--- config.mk ---
export PLATFORM = sky130hd
export DESIGN_NAME = axi_chan_stall_slice
export DESIGN_NICKNAME = d
export VERILOG_FILES = /design/src/rtl/axi_stall_pkg.sv /design/src/rtl/axi_stall_lfsr.sv /design/src/rtl/axi_chan_stall_slice.sv
export SDC_FILE = /design/constraint.sdc
export NUM_CORES = 1
export LEC_CHECK = 0
export CAP_MARGIN = 25
export CORE_MARGIN = 1
export CORE_UTILIZATION = 49
export CTS_CLUSTER_SIZE = 20
export DETAILED_ROUTE_END_ITERATION = 10
export PLACE_DENSITY_LB_ADDON = 0.12
export SLEW_MARGIN = 20
export SYNTH_ARGS = -nofsm -noshare
export SYNTH_HDL_FRONTEND = slang
export SYNTH_SLANG_ARGS = --single-unit
--- constraint.sdc ---
create_clock -name clk_i -period 4.95 [get_ports clk_i]
set_input_delay 0.99 -clock clk_i [delete_from_list [all_inputs] [get_ports clk_i]]
set_output_delay 0.99 -clock clk_i [all_outputs]
set_load 0.02 [all_outputs]
--- src/rtl/axi_stall_pkg.sv ---
// Shared constants and the LFSR step function for the AXI channel stall slices.
package axi_stall_pkg;

  localparam int unsigned LFSR_W = 16;
  localparam logic [LFSR_W-1:0] LFSR_TAPS = 16'hB400;
  localparam logic [LFSR_W-1:0] LFSR_DEFAULT_SEED = 16'hACE1;
  localparam int unsigned STALL_CNT_W = 32;

  // Right-shifting Galois step: the bit shifted out folds the taps back in.
  function automatic logic [LFSR_W-1:0] lfsr_next(input logic [LFSR_W-1:0] s);
    logic [LFSR_W-1:0] n;
    n = s >> 1;
    if (s[0]) begin
      n = n ^ LFSR_TAPS;
    end
    return n;
  endfunction

endpackage

--- src/rtl/axi_stall_lfsr.sv ---
// Free-running 16-bit Galois LFSR; a zero seed is replaced by the default seed
// so the register can never lock up in the all-zero state.
module axi_stall_lfsr
  import axi_stall_pkg::*;
#(
  parameter logic [LFSR_W-1:0] SEED = LFSR_DEFAULT_SEED
) (
  input  logic              clk_i,
  input  logic              rst_i,
  output logic [LFSR_W-1:0] state_o
);

  localparam logic [LFSR_W-1:0] SEED_EFF = (SEED == '0) ? LFSR_DEFAULT_SEED : SEED;

  logic [LFSR_W-1:0] state_q;
  logic [LFSR_W-1:0] state_d;

  always_comb begin
    state_d = lfsr_next(state_q);
  end

  always_ff @(posedge clk_i or posedge rst_i) begin
    if (rst_i) begin
      state_q <= SEED_EFF;
    end else begin
      state_q <= state_d;
    end
  end

  assign state_o = state_q;

endmodule

--- src/rtl/axi_chan_stall_slice.sv ---
// Two-entry valid/ready slice for one AXI channel; defining AXI_STALL_INJECT_EN
// adds LFSR-driven suppression of out_valid_o plus a stall-cycle counter.
module axi_chan_stall_slice
  import axi_stall_pkg::*;
#(
  parameter int unsigned       DATA_WIDTH   = 64,
  parameter logic [LFSR_W-1:0] LFSR_SEED    = LFSR_DEFAULT_SEED,
  parameter int unsigned       STALL_THRESH = 64
) (
  input  logic                   clk_i,
  input  logic                   rst_i,
  input  logic                   stall_en_i,
  input  logic                   in_valid_i,
  output logic                   in_ready_o,
  input  logic [DATA_WIDTH-1:0]  in_data_i,
  output logic                   out_valid_o,
  input  logic                   out_ready_i,
  output logic [DATA_WIDTH-1:0]  out_data_o,
  output logic [STALL_CNT_W-1:0] stall_cnt_o
);

  logic [1:0][DATA_WIDTH-1:0] mem_q;
  logic [1:0][DATA_WIDTH-1:0] mem_d;
  logic                       wr_ptr_q;
  logic                       wr_ptr_d;
  logic                       rd_ptr_q;
  logic                       rd_ptr_d;
  logic [1:0]                 cnt_q;
  logic [1:0]                 cnt_d;
  logic                       held_q;
  logic                       held_d;
  logic                       push;
  logic                       pop;
  logic                       stall;

  // Every output below comes from registered state (plus the stall gate),
  // so no input-to-output combinational path exists for valid, data or ready.
  assign in_ready_o  = (cnt_q != 2'd2);
  assign out_valid_o = (cnt_q != 2'd0) && (held_q || !stall);
  assign out_data_o  = mem_q[rd_ptr_q];

  assign push = in_valid_i && in_ready_o;
  assign pop  = out_valid_o && out_ready_i;

  always_comb begin
    mem_d    = mem_q;
    wr_ptr_d = wr_ptr_q;
    rd_ptr_d = rd_ptr_q;
    cnt_d    = cnt_q;
    // A presented but unaccepted beat must stay presented whatever the LFSR does next.
    held_d   = out_valid_o && !out_ready_i;
    if (push) begin
      mem_d[wr_ptr_q] = in_data_i;
      wr_ptr_d        = ~wr_ptr_q;
    end
    if (pop) begin
      rd_ptr_d = ~rd_ptr_q;
    end
    case ({push, pop})
      2'b10:   cnt_d = cnt_q + 2'd1;
      2'b01:   cnt_d = cnt_q - 2'd1;
      default: cnt_d = cnt_q;
    endcase
  end

  always_ff @(posedge clk_i or posedge rst_i) begin
    if (rst_i) begin
      mem_q    <= '0;
      wr_ptr_q <= 1'b0;
      rd_ptr_q <= 1'b0;
      cnt_q    <= 2'd0;
      held_q   <= 1'b0;
    end else begin
      mem_q    <= mem_d;
      wr_ptr_q <= wr_ptr_d;
      rd_ptr_q <= rd_ptr_d;
      cnt_q    <= cnt_d;
      held_q   <= held_d;
    end
  end

`ifdef AXI_STALL_INJECT_EN
  // Nine bits so a threshold of 256 stalls on every LFSR value.
  localparam logic [8:0] THRESH = 9'(STALL_THRESH);

  logic [LFSR_W-1:0]      lfsr;
  logic [STALL_CNT_W-1:0] stall_cnt_q;
  logic [STALL_CNT_W-1:0] stall_cnt_d;
  logic                   unused_lfsr_hi;

  axi_stall_lfsr #(
    .SEED (LFSR_SEED)
  ) u_lfsr (
    .clk_i   (clk_i),
    .rst_i   (rst_i),
    .state_o (lfsr)
  );

  assign unused_lfsr_hi = ^lfsr[LFSR_W-1:8];
  assign stall          = stall_en_i && ({1'b0, lfsr[7:0]} < THRESH);

  always_comb begin
    stall_cnt_d = stall_cnt_q;
    if ((cnt_q != 2'd0) && !out_valid_o && (stall_cnt_q != '1)) begin
      stall_cnt_d = stall_cnt_q + STALL_CNT_W'(1);
    end
  end

  always_ff @(posedge clk_i or posedge rst_i) begin
    if (rst_i) begin
      stall_cnt_q <= '0;
    end else begin
      stall_cnt_q <= stall_cnt_d;
    end
  end

  assign stall_cnt_o = stall_cnt_q;
`else
  logic unused_stall_en;

  assign unused_stall_en = stall_en_i;
  assign stall           = 1'b0;
  assign stall_cnt_o     = '0;
`endif

endmodule

After elaboration in Yosys (flattened, before gate mapping)
Cells that the tools add are included.
- flip-flop bits (word level): 132
- input bits: 69
- output and inout bits: 98
- add/sub/neg operators: 2
- magnitude comparators: 3
- equal/unequal tests: 3
- muxes and demuxes: 6
- bitwise operators: 2
- reduce and logical (&&, ||, !) cells: 5
- operators by type and width (cell ; number):
    $mux W64 ; 3
    $bwmux W128 ; 1
    $demux W64 S1 ; 1
    $lt A1 B2 Y1 const B ; 2
    $pmux W2 S2 ; 1
    $reduce_bool A2 Y1 ; 2
    $logic_and A1 B1 Y1 ; 3
    $add A2 B1 Y2 const B ; 1
    $eq A2 B1 Y1 const B ; 1
    $eq A2 B2 Y1 const B ; 1
    $ne A2 B2 Y1 const B ; 1
    $not A1 Y1 ; 2
    $sub A2 B1 Y2 const B ; 1
    $ge A1 B1 Y1 const B ; 1

Depth between registers and ports, before layout
- depth in word-level cells: 5
- depth in mapped cells: 6
- depth with buffers taken out: 6

Worst setup path after synthesis
OpenSTA, ideal clock, no wires.
- path kind: register to output
- from: reg rd_ptr_q
- to: out out_data_o[0]
- data arrival time: 1122 ps
- slack: 2838 ps
- cell stages (with the launch flop): 4
- cell sequence: dfrtp_1 > buf_2 > buf_2 > mux2_2
- word-level cells in the longest chain between the ends: 2
- RTL lines (what ; line ; text):
    start: declaration ; axi_chan_stall_slice.sv:26 ; logic rd_ptr_q;
    start signal: assignment ; axi_chan_stall_slice.sv:76 ; rd_ptr_q <= rd_ptr_d;
    $mux W64 (implied by the code) (2 in a row) ; axi_chan_stall_slice.sv:40 ; assign out_data_o = mem_q[rd_ptr_q];
    end: declaration ; axi_chan_stall_slice.sv:18 ; output logic [DATA_WIDTH-1:0] out_data_o,
Every way passes these cells. The select of a mux whose other input is x is not followed.

Worst setup path after layout
- from: reg rd_ptr_q
- to: out out_data_o[49]
The elaborated chain is that of the path after synthesis.

==> reports/qor.csv <==
stage,metric,value,unit
synth,Yosys cell types,22,
clocking,# clock sinks,132,
critical_path,RR Endpoint,mem_q[74]$_DFFE_PP0P_,
die,IO Pins,167,
critical_path,"slowest stage delay, CP",0.96,ns
clocking,Worst-Skew Late Latency,0.41,ns
critical_path,CP max stage cell,dfrtp_2,
synth,Post-Syn Area,6440,µm²
drt,final WL,12500,µm
final_layout,most frequent cells in the layout,"133 x clkdlybuf4s50_1, 131 x dfrtp_1, 100 x mux2_4",
critical_path,crit path capture type,output pin,
synth,share of the yosys chip area belonging to registers,0.513,
clocking,H-Tree Depth,4,
timing,Tightest Pin Transition,0.918,ns
grt,vias in the first global route,3774,
pwr,Lkg Pwr,0.00371,µW
job,Max Cap Viol,0,
die,core region area,12700,µm²
final_layout,area added between synthesis and finish,27.6,%
clocking,setup repair bufs after CTS,0,
final_layout,Final Util,0.647,
timing,RSZ-0062 raised after global routing,no,
grt,initial antenna violation count,0,
place,Final HPWL DP,8010,µm
timing,count of pins over their slew limit,0,
critical_path,RR Startpoint,cnt_q[0]$_DFFE_PP0P_,
drt,via count of the routed design,3506,
grt,first-pass GRT wire length,19400,µm
timing,Achievable Freq,271,MHz
final_layout,non-filler cells in the finished layout,714,
clocking,"Reg clk slew, reported paths",0.05,ns
timing,Clock Skew,0.00702,ns
grt,gr ovfl total,0,
place,I/O Buffers,133,
status,status,"complete, no violations",
hold_path,hold path cells,1,
final_layout,Filler Cells Inserted,980,
hold_path,Min-Delay Path Class,flip-flop to flip-flop,
drt,DRC Markers,0,
die,Die Ht,117,µm
final_layout,NumNets Final,600,
critical_path,worst endpoint required time,3.96,ns
final_layout,layout cells sized above 1,0.417,
die,die area,13600,µm²
clocking,CTS Hold Bufs,0,
place,placed cells,683,
grt,GRT Resource Usage Total,0.194,
drt,Final ANT Viol Nets,0,
drt,Initial DRC Count,134,
die,FP Rows,41,
clocking,cts bufs inserted,17,
pwr,cell area power density,783,nW/µm²
hold_path,hold path startpoint,mem_q[34]$_DFFE_PP0P_,
critical_path,R2R cell count,4,
final_layout,"commonest non-fill, non-tap cell in the layout",clkdlybuf4s50_1,
pwr,Total Power,6440,µW
synth,Synth Instances,392,
pwr,Peak VDD IR,0.000409,V
clocking,Root Driver,clkbuf_16,
drt,WL per Instance,17.6,µm
drt,DR pass1 iterations,4,
critical_path,R2R setup slack,2.76,ns
critical_path,CP Max Fanout,37,
drt,Vias/cell,4.91,
clocking,CTS Buffer Depth,2,
clocking,CTS tree,done,
die,starting density of the core,0.507,
synth,Yosys reg bits,132,
synth,Syn Area/Cell,16.4,µm²
grt,largest net degree at the start of global routing,68,
critical_path,cell chain of the critical path,buf_4 > mux2_2 > clkdlybuf4s50_1,
critical_path,crit path kind,flip-flop to output pin,
die,Die Wd,117,µm
timing,final setup violating endpoints,0,
timing,final worst path period need,3.69,ns
critical_path,Crit path arrival time,2.70,ns
place,Post-Place Setup Slack,1.64,ns
critical_path,Critical Path Start Type,flip-flop,
timing,final worst-path cycle share,0.745,
place,GP Congestion,0.713,
timing,"Hold Vio Cnt, Final",0,
hold_path,hold endpoint,mem_q[34]$_DFFE_PP0P_,
clocking,CTS resizes,0,
synth,Synth Warn #,0,
timing,setup tns final,0,ns
timing,final worst slack,1.26,ns
timing,Rel. slew slack,0.388,
final_layout,antenna cells,0,
## synth_stat cells (all sizes together)
master,n,area share
xor2,2,0.0027
xnor2,3,0.0041
or2,1,0.00097
inv,1,0.00058
nor2,1,0.00058
and2,1,0.00097
nand2b,1,0.0021
nand2,1,0.00058
nand3b,1,0.0012
buf,52,0.075
clkbuf,1,0.00058
mux2,192,0.39
ha,1,0.0019
and3,1,0.0017
dfrtp,132,0.51
conb,1,0.00058
## critical path: cells and delay by family (launching register included)
kind,cells,cell delay [ns]
buffers and inverters,2,0.95
muxes,1,0.36
DFF,1,0.96
## worst max path at each step
stage	endpoint	slack, ns	start
3_3_place_gp	out_data_o[49]	1.63	rd_ptr_q$_DFFE_PP0P_
2_1_floorplan	cnt_q[0]$_DFFE_PP0P_	0.43	rst_i
5_1_grt	out_data_o[43]	1.13	rd_ptr_q$_DFFE_PP0P_
3_5_place_dp	out_data_o[33]	1.64	rd_ptr_q$_DFFE_PP0P_
6_report	out_data_o[49]	1.26	rd_ptr_q$_DFFE_PP0P_
4_1_cts	out_data_o[56]	1.18	rd_ptr_q$_DFFE_PP0P_
## layout make-up
cell class | count | area, µm² | share of cell area
clock buffer | 27 | 523 | 0.0636
multi-input combinational | 237 | 2770 | 0.336
tap | 172 | 215 | 0.0262
timing repair buffer | 141 | 1390 | 0.169
clock inverter | 4 | 20.0 | 0.00243
inverter | 1 | 6.26 | 0.000760
sequential | 132 | 3300 | 0.402
## layer usage
metal | global-route usage | wire [µm] | vias up
li1 | - | - | 1588
met1 | 0.228 | 5370 | 1802
met2 | 0.328 | 6250 | 107
met3 | 0.0727 | 795 | 9
met4 | 0.0608 | 116 | 0
met5 | 0 | 0 | -
## report_power, final
group | leakage [µW] | internal [µW] | switching [µW]
logic | 0.00189 | 1970 | 1320
registers | 0.00155 | 1640 | 356
clock network | 0.000273 | 714 | 432
total | 0.00371 | 4330 | 2110
## per-stage QoR
stage	hold WS [ns]	instance area [µm²]
6_report	0.486	8230
5_1_grt	0.510	8230
4_1_cts	0.495	8230
3_5_place_dp	0.482	7680
3_3_place_gp	0.470	7680
2_1_floorplan	0.459	6560
## state kept, by name (all words and copies together) (netlist names)
register  flops
cnt_q         2
mem_q       128
wr_ptr_q      1
rd_ptr_q      1
## kinds of logic after synthesis
group,share of synthesized area
other,0.000582
adders and majority gates,0.00194
and+or+nand+nor,0.00815
xor gates and xnor gates,0.00680
muxes,0.394
DFF,0.513
buffers and inverters,0.0763
No activity file was read; power rests on OpenSTA's default activity.
